<file path="src/rtl/pipe_pkg.sv">
// +-------------------------------------------------------------------------+
// | pipe_pkg : shared types for the generic handshake pipeline stage         |
// | Rev 1.0  : initial release                                               |
// +-------------------------------------------------------------------------+
`default_nettype none

package pipe_pkg;

  typedef struct packed {
    logic [31:0] rd1;
    logic [31:0] rd2;
    logic [31:0] pc;
    logic [31:0] imm_ext;
    logic [31:0] pc_plus4;
    logic [4:0]  rs1;
    logic [4:0]  rs2;
    logic [4:0]  rd;
  } id_ex_payload_t;

  localparam int ID_EX_W = $bits(id_ex_payload_t);

  typedef enum logic [1:0] {
    EMPTY = 2'd0,
    ONE   = 2'd1,
    TWO   = 2'd2
  } skid_state_e;

endpackage : pipe_pkg

`default_nettype wire

</file>
<file path="src/rtl/sat_counter.sv">
// +-------------------------------------------------------------------------+
// | sat_counter : up-counter that sticks at all-ones instead of wrapping     |
// | Rev 1.0     : initial release                                            |
// +-------------------------------------------------------------------------+
`default_nettype none

module sat_counter #(
  parameter int CNT_W = 16
) (
  input  logic             clk,
  input  logic             reset_n,
  input  logic             inc_i,
  output logic [CNT_W-1:0] cnt_o
);

  logic [CNT_W-1:0] cnt_q;

  always_ff @(posedge clk or negedge reset_n) begin
    if (!reset_n) begin
      cnt_q <= '0;
    end else if (inc_i && (cnt_q != {CNT_W{1'b1}})) begin
      cnt_q <= cnt_q + {{(CNT_W-1){1'b0}}, 1'b1};
    end
  end

  assign cnt_o = cnt_q;

endmodule : sat_counter

`default_nettype wire

</file>
<file path="src/rtl/pipe_stage_hs.sv">
// +-------------------------------------------------------------------------+
// | pipe_stage_hs : flushable valid/ready stage register, opaque payload     |
// | Build option  : PIPE_SKID_EN selects the 2-entry skid buffer variant     |
// | Rev 1.0       : initial release                                          |
// +-------------------------------------------------------------------------+
`default_nettype none

module pipe_stage_hs
  import pipe_pkg::*;
#(
  parameter int PAYLOAD_W = ID_EX_W,
  parameter int CNT_W     = 16
) (
  input  logic                 clk,
  input  logic                 reset_n,
  input  logic                 flush_i,
  input  logic                 in_valid,
  output logic                 in_ready,
  input  logic [PAYLOAD_W-1:0] in_data,
  output logic                 out_valid,
  input  logic                 out_ready,
  output logic [PAYLOAD_W-1:0] out_data,
  output logic [CNT_W-1:0]     stall_cnt,
  output logic [CNT_W-1:0]     flush_cnt
);

  logic                 valid_q;
  logic [PAYLOAD_W-1:0] data_q;

`ifdef PIPE_SKID_EN
  skid_state_e          state_q;
  logic [PAYLOAD_W-1:0] skid_q;
  logic                 rdy_q;
  logic                 accept;
  logic                 emit;

  // rdy_q is a flop; reset_n only forces it low while reset is asserted.
  assign in_ready = rdy_q & reset_n;
  assign accept   = in_valid & rdy_q;
  assign emit     = valid_q & out_ready;

  always_ff @(posedge clk or negedge reset_n) begin
    if (!reset_n) begin
      state_q <= EMPTY;
      valid_q <= 1'b0;
      data_q  <= '0;
      skid_q  <= '0;
      rdy_q   <= 1'b1;
    end else if (flush_i) begin
      state_q <= EMPTY;
      valid_q <= 1'b0;
      data_q  <= '0;
      skid_q  <= '0;
      rdy_q   <= 1'b1;
    end else begin
      case (state_q)
        EMPTY: begin
          if (accept) begin
            data_q  <= in_data;
            valid_q <= 1'b1;
            state_q <= ONE;
          end
        end
        ONE: begin
          if (accept && !emit) begin
            skid_q  <= in_data;
            rdy_q   <= 1'b0;
            state_q <= TWO;
          end else if (accept && emit) begin
            data_q  <= in_data;
          end else if (emit) begin
            data_q  <= '0;
            valid_q <= 1'b0;
            state_q <= EMPTY;
          end
        end
        TWO: begin
          if (emit) begin
            data_q  <= skid_q;
            skid_q  <= '0;
            rdy_q   <= 1'b1;
            state_q <= ONE;
          end
        end
        default: begin
          state_q <= EMPTY;
          valid_q <= 1'b0;
          data_q  <= '0;
          skid_q  <= '0;
          rdy_q   <= 1'b1;
        end
      endcase
    end
  end
`else
  logic                 valid_d;
  logic [PAYLOAD_W-1:0] data_d;
  logic                 accept;
  logic                 emit;

  assign in_ready = reset_n & (~valid_q | out_ready);
  assign accept   = in_valid & in_ready;
  assign emit     = valid_q & out_ready;

  always_comb begin
    valid_d = valid_q;
    data_d  = data_q;
    if (flush_i) begin
      valid_d = 1'b0;
      data_d  = '0;
    end else if (accept) begin
      valid_d = 1'b1;
      data_d  = in_data;
    end else if (emit) begin
      valid_d = 1'b0;
      data_d  = '0;
    end
  end

  always_ff @(posedge clk or negedge reset_n) begin
    if (!reset_n) begin
      valid_q <= 1'b0;
      data_q  <= '0;
    end else begin
      valid_q <= valid_d;
      data_q  <= data_d;
    end
  end
`endif

  assign out_valid = valid_q;
  assign out_data  = data_q;

  // Skid can only be occupied while main is valid, so valid_q covers both.
  sat_counter #(.CNT_W(CNT_W)) u_stall_cnt (
    .clk     (clk),
    .reset_n (reset_n),
    .inc_i   (valid_q & ~out_ready & ~flush_i),
    .cnt_o   (stall_cnt)
  );

  sat_counter #(.CNT_W(CNT_W)) u_flush_cnt (
    .clk     (clk),
    .reset_n (reset_n),
    .inc_i   (flush_i & valid_q),
    .cnt_o   (flush_cnt)
  );

endmodule : pipe_stage_hs

`default_nettype wire

</file>
<file path="config.mk">
export PLATFORM = sky130hd
export DESIGN_NAME = pipe_stage_hs
export DESIGN_NICKNAME = d
export VERILOG_FILES = /design/src/rtl/pipe_pkg.sv /design/src/rtl/sat_counter.sv /design/src/rtl/pipe_stage_hs.sv
export SDC_FILE = /design/constraint.sdc
export NUM_CORES = 1
export LEC_CHECK = 0
export ABC_AREA = 1
export ABC_CLOCK_PERIOD_IN_PS = 2400
export BUFFER_PORTS_ARGS = -buffer_cell sky130_fd_sc_hd__buf_4
export CAP_MARGIN = 20
export CELL_PAD_IN_SITES_DETAIL_PLACEMENT = 0
export CELL_PAD_IN_SITES_GLOBAL_PLACEMENT = 1
export CORE_UTILIZATION = 35
export CTS_CLUSTER_DIAMETER = 150
export DETAILED_ROUTE_END_ITERATION = 12
export PLACE_DENSITY = 0.87
export SYNTH_ARGS = -nofsm -noshare
export SYNTH_HDL_FRONTEND = slang
export SYNTH_HIERARCHICAL = 1
export SYNTH_SLANG_ARGS = --single-unit
</file>
<file path="constraint.sdc">
create_clock -name clk -period 2.4 [get_ports clk]
set_clock_uncertainty 0.1 [all_clocks]
set_input_delay 0.12 -clock clk [delete_from_list [all_inputs] [get_ports clk]]
set_output_delay 0.12 -clock clk [all_outputs]
set_load 0.01 [all_outputs]
</file>
==> flow_summary.toml <==
[layout]
nFillCells = 2308
antenna_cells = 0
register_area_sq_mm = 0.00520
layout-drive-gt1-share_pct = 29.3
fin_cells = 1970
syn_to_final_growth_pct = 60.1
multiInputGateArea_sq_mm = 0.00381
fin_nets = 1796

[synthesis]
synth.top_cells.by_area = "dfrtp_1 54%, nand4_1 13%, nand2_1 12%, nand3_1 10%, buf_2 2.5%"
synthAdderAreaFrac_pct = 0.261
synth-simple-area-share_pct = 37.7
synth_common_cells = "303 x nand2_1, 208 x dfrtp_1, 193 x nand4_1"
synth.distinct_cells = 27
yosysTopAreaCellShare_pct = 54.2
synth_top_family_by_area = "simple AND/OR/NAND/NOR gates"
synth_edf_count = 0
avgSynthCellArea_sq_um = 8.71
yosysWarningCount = 6
ys_ff_latch = 208
syn-cell-area_sq_mm = 0.00960
synthFlopType = "dfrtp_1"
synthArstFlopShare_pct = 100
synth_compound_area_share_pct = 0.808
synth-xor-area-share_pct = 0.730
netlist_instances = 1102
synthMuxAreaShare_pct = 0
ys_seq_area_share_pct = 54.2
syn-num-nets = 1284
synth.most_common_cell = "nand2_1"
yosysTopAreaCell = "dfrtp_1"

[pwr]
switching_power_mw = 2.52
clkPwrFrac_pct = 41.0
pwr-share-seq_pct = 41.5
p_comb_share_pct = 17.6
switching_share_pct = 27.0
power_leakage_nw = 8.13
internal_power_mw = 6.81
peakVddDrop_uv = 525
p_per_area_mw_per_mm2 = 607

[sta]
report.final.setup_viol = 0
timing.final.crit_share_pct = 92.0
slew_viol_final = 0
tightestPinTransition_ns = 0.745
fin_tns_setup_ns = 0
fin_crit_ns = 2.21
rsz0062_at_grt = "no"
relSlewSlack_pct = 50.3
hold_viol = 0
fmax_mhz = 453
final.setup.worst_slack_ns = 0.192

[critical_path]
arrival_ns = 2.50
crit_chain = "nand2_1, nand3_4, buf_4, a21oi_1, dlygate4sd3_1"
crit_buf_inv = 2
reg2reg_slack_ns = 0.19
cpPeakStageDelay_ns = 0.59
reg2reg_to = "out_valid$_DFFE_PN0P_"
r2r-start = "out_valid$_DFFE_PN0P_"
start_kind = "flip-flop"
critPathKind = "reg -> reg"
end_kind = "flip-flop"
rr_worst_depth = 5
required_ns = 2.69
critPathTopFamily = "buffers and inverters"
cp_max_fo = 57
cpMaxStageDelayCell = "dlygate4sd3_1"

[clocking]
cts_made_buffers = 25
cts_max_level = 1
clk_latency_ns = 0.51
clk_pin_slew_ns = 0.06
cts_tree = "built"
cts_root_buf = "clkbuf_16"
clock_sinks = 208
cts_max_path_buffers = 3

[global_route]
grt_pass1_wl_um = 55000
overflow = 0
grt_max_degree = 127
grt_use_total_pct = 23.9
antenna_found_initial = 0
grt_pass1_vias = 10300

[floorplanning]
core_sq_mm = 0.0270
fp-row-count = 60
start_util_pct = 35.6
die-width_um = 168
dieArea_sq_mm = 0.0281
die_h_um = 168
ios = 389

[routing]
ant_nets = 0
viasPerCell = 5.28
wl_per_cell_um = 17.7
drt-total-wl_um = 34800
drtPass1Iterations = 5
vias = 10400
drt_iter0_drc = 784
drc_errors = 0

[worst_hold_path]
worstHoldStart = "out_ready"
hp-class = "in -> reg"
whs_path_depth = 5
hold_end = "out_data[153]$_DFFE_PN0P_"

[outcome]
outcome = "finished, final reports clean"

[job]
drv_cap = 0

[placed_design]
dp_cells = 1749
hpwl_um = 20400
port-buffer-count = 388
post-place-ws_ns = 0.466
place.gp.congestion = 0.825
==> worst min-delay path, cell delays in order <==
cell and delay, ns:
buf_4 0.11, a21oi_4 0.07, buf_12 0.19, nand3_1 0.11
nand2_1 0.05
==> per-stage QoR <==
stage	utilization, %	hold slack (ns)	cell area, sq um	power (mW)
after global routing	57.0	0.0890	15400	9.70
after detailed placement	47.3	-0.135	12800	5.31
after CTS	57.0	0.0621	15400	9.43
after global placement	47.3	-0.137	12800	5.29
final	57.0	0.0761	15400	9.33
after floorplan	-	-0.276	9600	4.50
==> logic make-up (layout without fill, tap and decap cells) <==
kind of cell / Yosys count / after routing
xor gates and xnor gates: 8 / 8
adders and majority gates: 2 / 2
and+or+nand+nor: 735 / 735
AOI/OAI and AO/OA: 11 / 11
buffers and inverters: 138 / 665
DFF: 208 / 208
==> flip-flops by register name, indices dropped and copies added, names as in the netlist <==
| name | count |
|---|---|
| u_flush_cnt/cnt_o | 16 |
| out_valid | 1 |
| u_stall_cnt/cnt_o | 16 |
| out_data | 175 |
==> power by group through the flow <==
| stage | clock [mW] | sequential (mW) | combinational, mW |
|---|---|---|---|
| finish | 3.82 | 3.87 | 1.64 |
| detailed placement | 0 | 3.93 | 1.38 |
| global placement | 0 | 3.92 | 1.37 |
| floorplan | 0 | 3.99 | 0.509 |
| CTS | 3.93 | 3.87 | 1.63 |
| global route | 4.04 | 3.90 | 1.76 |
==> worst max-delay path by stage <==
stage / end / cells past startpoint / slack (ns) / start
5_1_grt: out_valid$_DFFE_PN0P_ / 5 / 0.1 / out_valid$_DFFE_PN0P_
6_report: out_valid$_DFFE_PN0P_ / 5 / 0.19 / out_valid$_DFFE_PN0P_
4_1_cts: out_valid$_DFFE_PN0P_ / 5 / 0.17 / out_valid$_DFFE_PN0P_
3_3_place_gp: u_stall_cnt/cnt_o[9]$_DFFE_PN0P_ / 7 / 0.51 / out_valid$_DFFE_PN0P_
2_1_floorplan: u_stall_cnt/cnt_o[9]$_DFFE_PN0P_ / 7 / 0.66 / out_valid$_DFFE_PN0P_
3_5_place_dp: u_stall_cnt/cnt_o[3]$_DFFE_PN0P_ / 6 / 0.47 / out_valid$_DFFE_PN0P_
==> metal layers <==
layer	vias to the layer above	routed length [um]	GRT usage, %
li1	4847	-	-
met5	-	0	0
met1	5022	14200	30.2
met3	98	2400	5.41
met4	0	1200	8.93
met2	438	16900	39.7
==> layout by cell type (no fill, tap or decap), types with 10 or more instances in the layout <==
cell and count:
buf_4 391, nand2_1 303, dfrtp_1 208, nand4_1 193, nand3_1 191, dlygate4sd3_1 179, inv_1 34, clkbuf_16 25
nor2_1 23, nor2_2 12, buf_12 10
==> timing repair <==
action | 4_1_cts | 5_1_grt
buffers inserted | 0 | 0
hold endpoints to repair | 388 | 0
resized for setup | 0 | 0
hold buffers | 179 | 0
==> layout make-up <==
class / instances / share of cell area, %
Clock buffer: 31 / 4.41
Clock inverter: 11 / 0.928
Inverter: 42 / 1.06
Multi-Input combinational cell: 756 / 24.8
Sequential cell: 208 / 33.9
Tap cell: 341 / 2.78
Timing Repair Buffer: 581 / 32.2
Note: power is estimated with default switching activity, not from simulation.
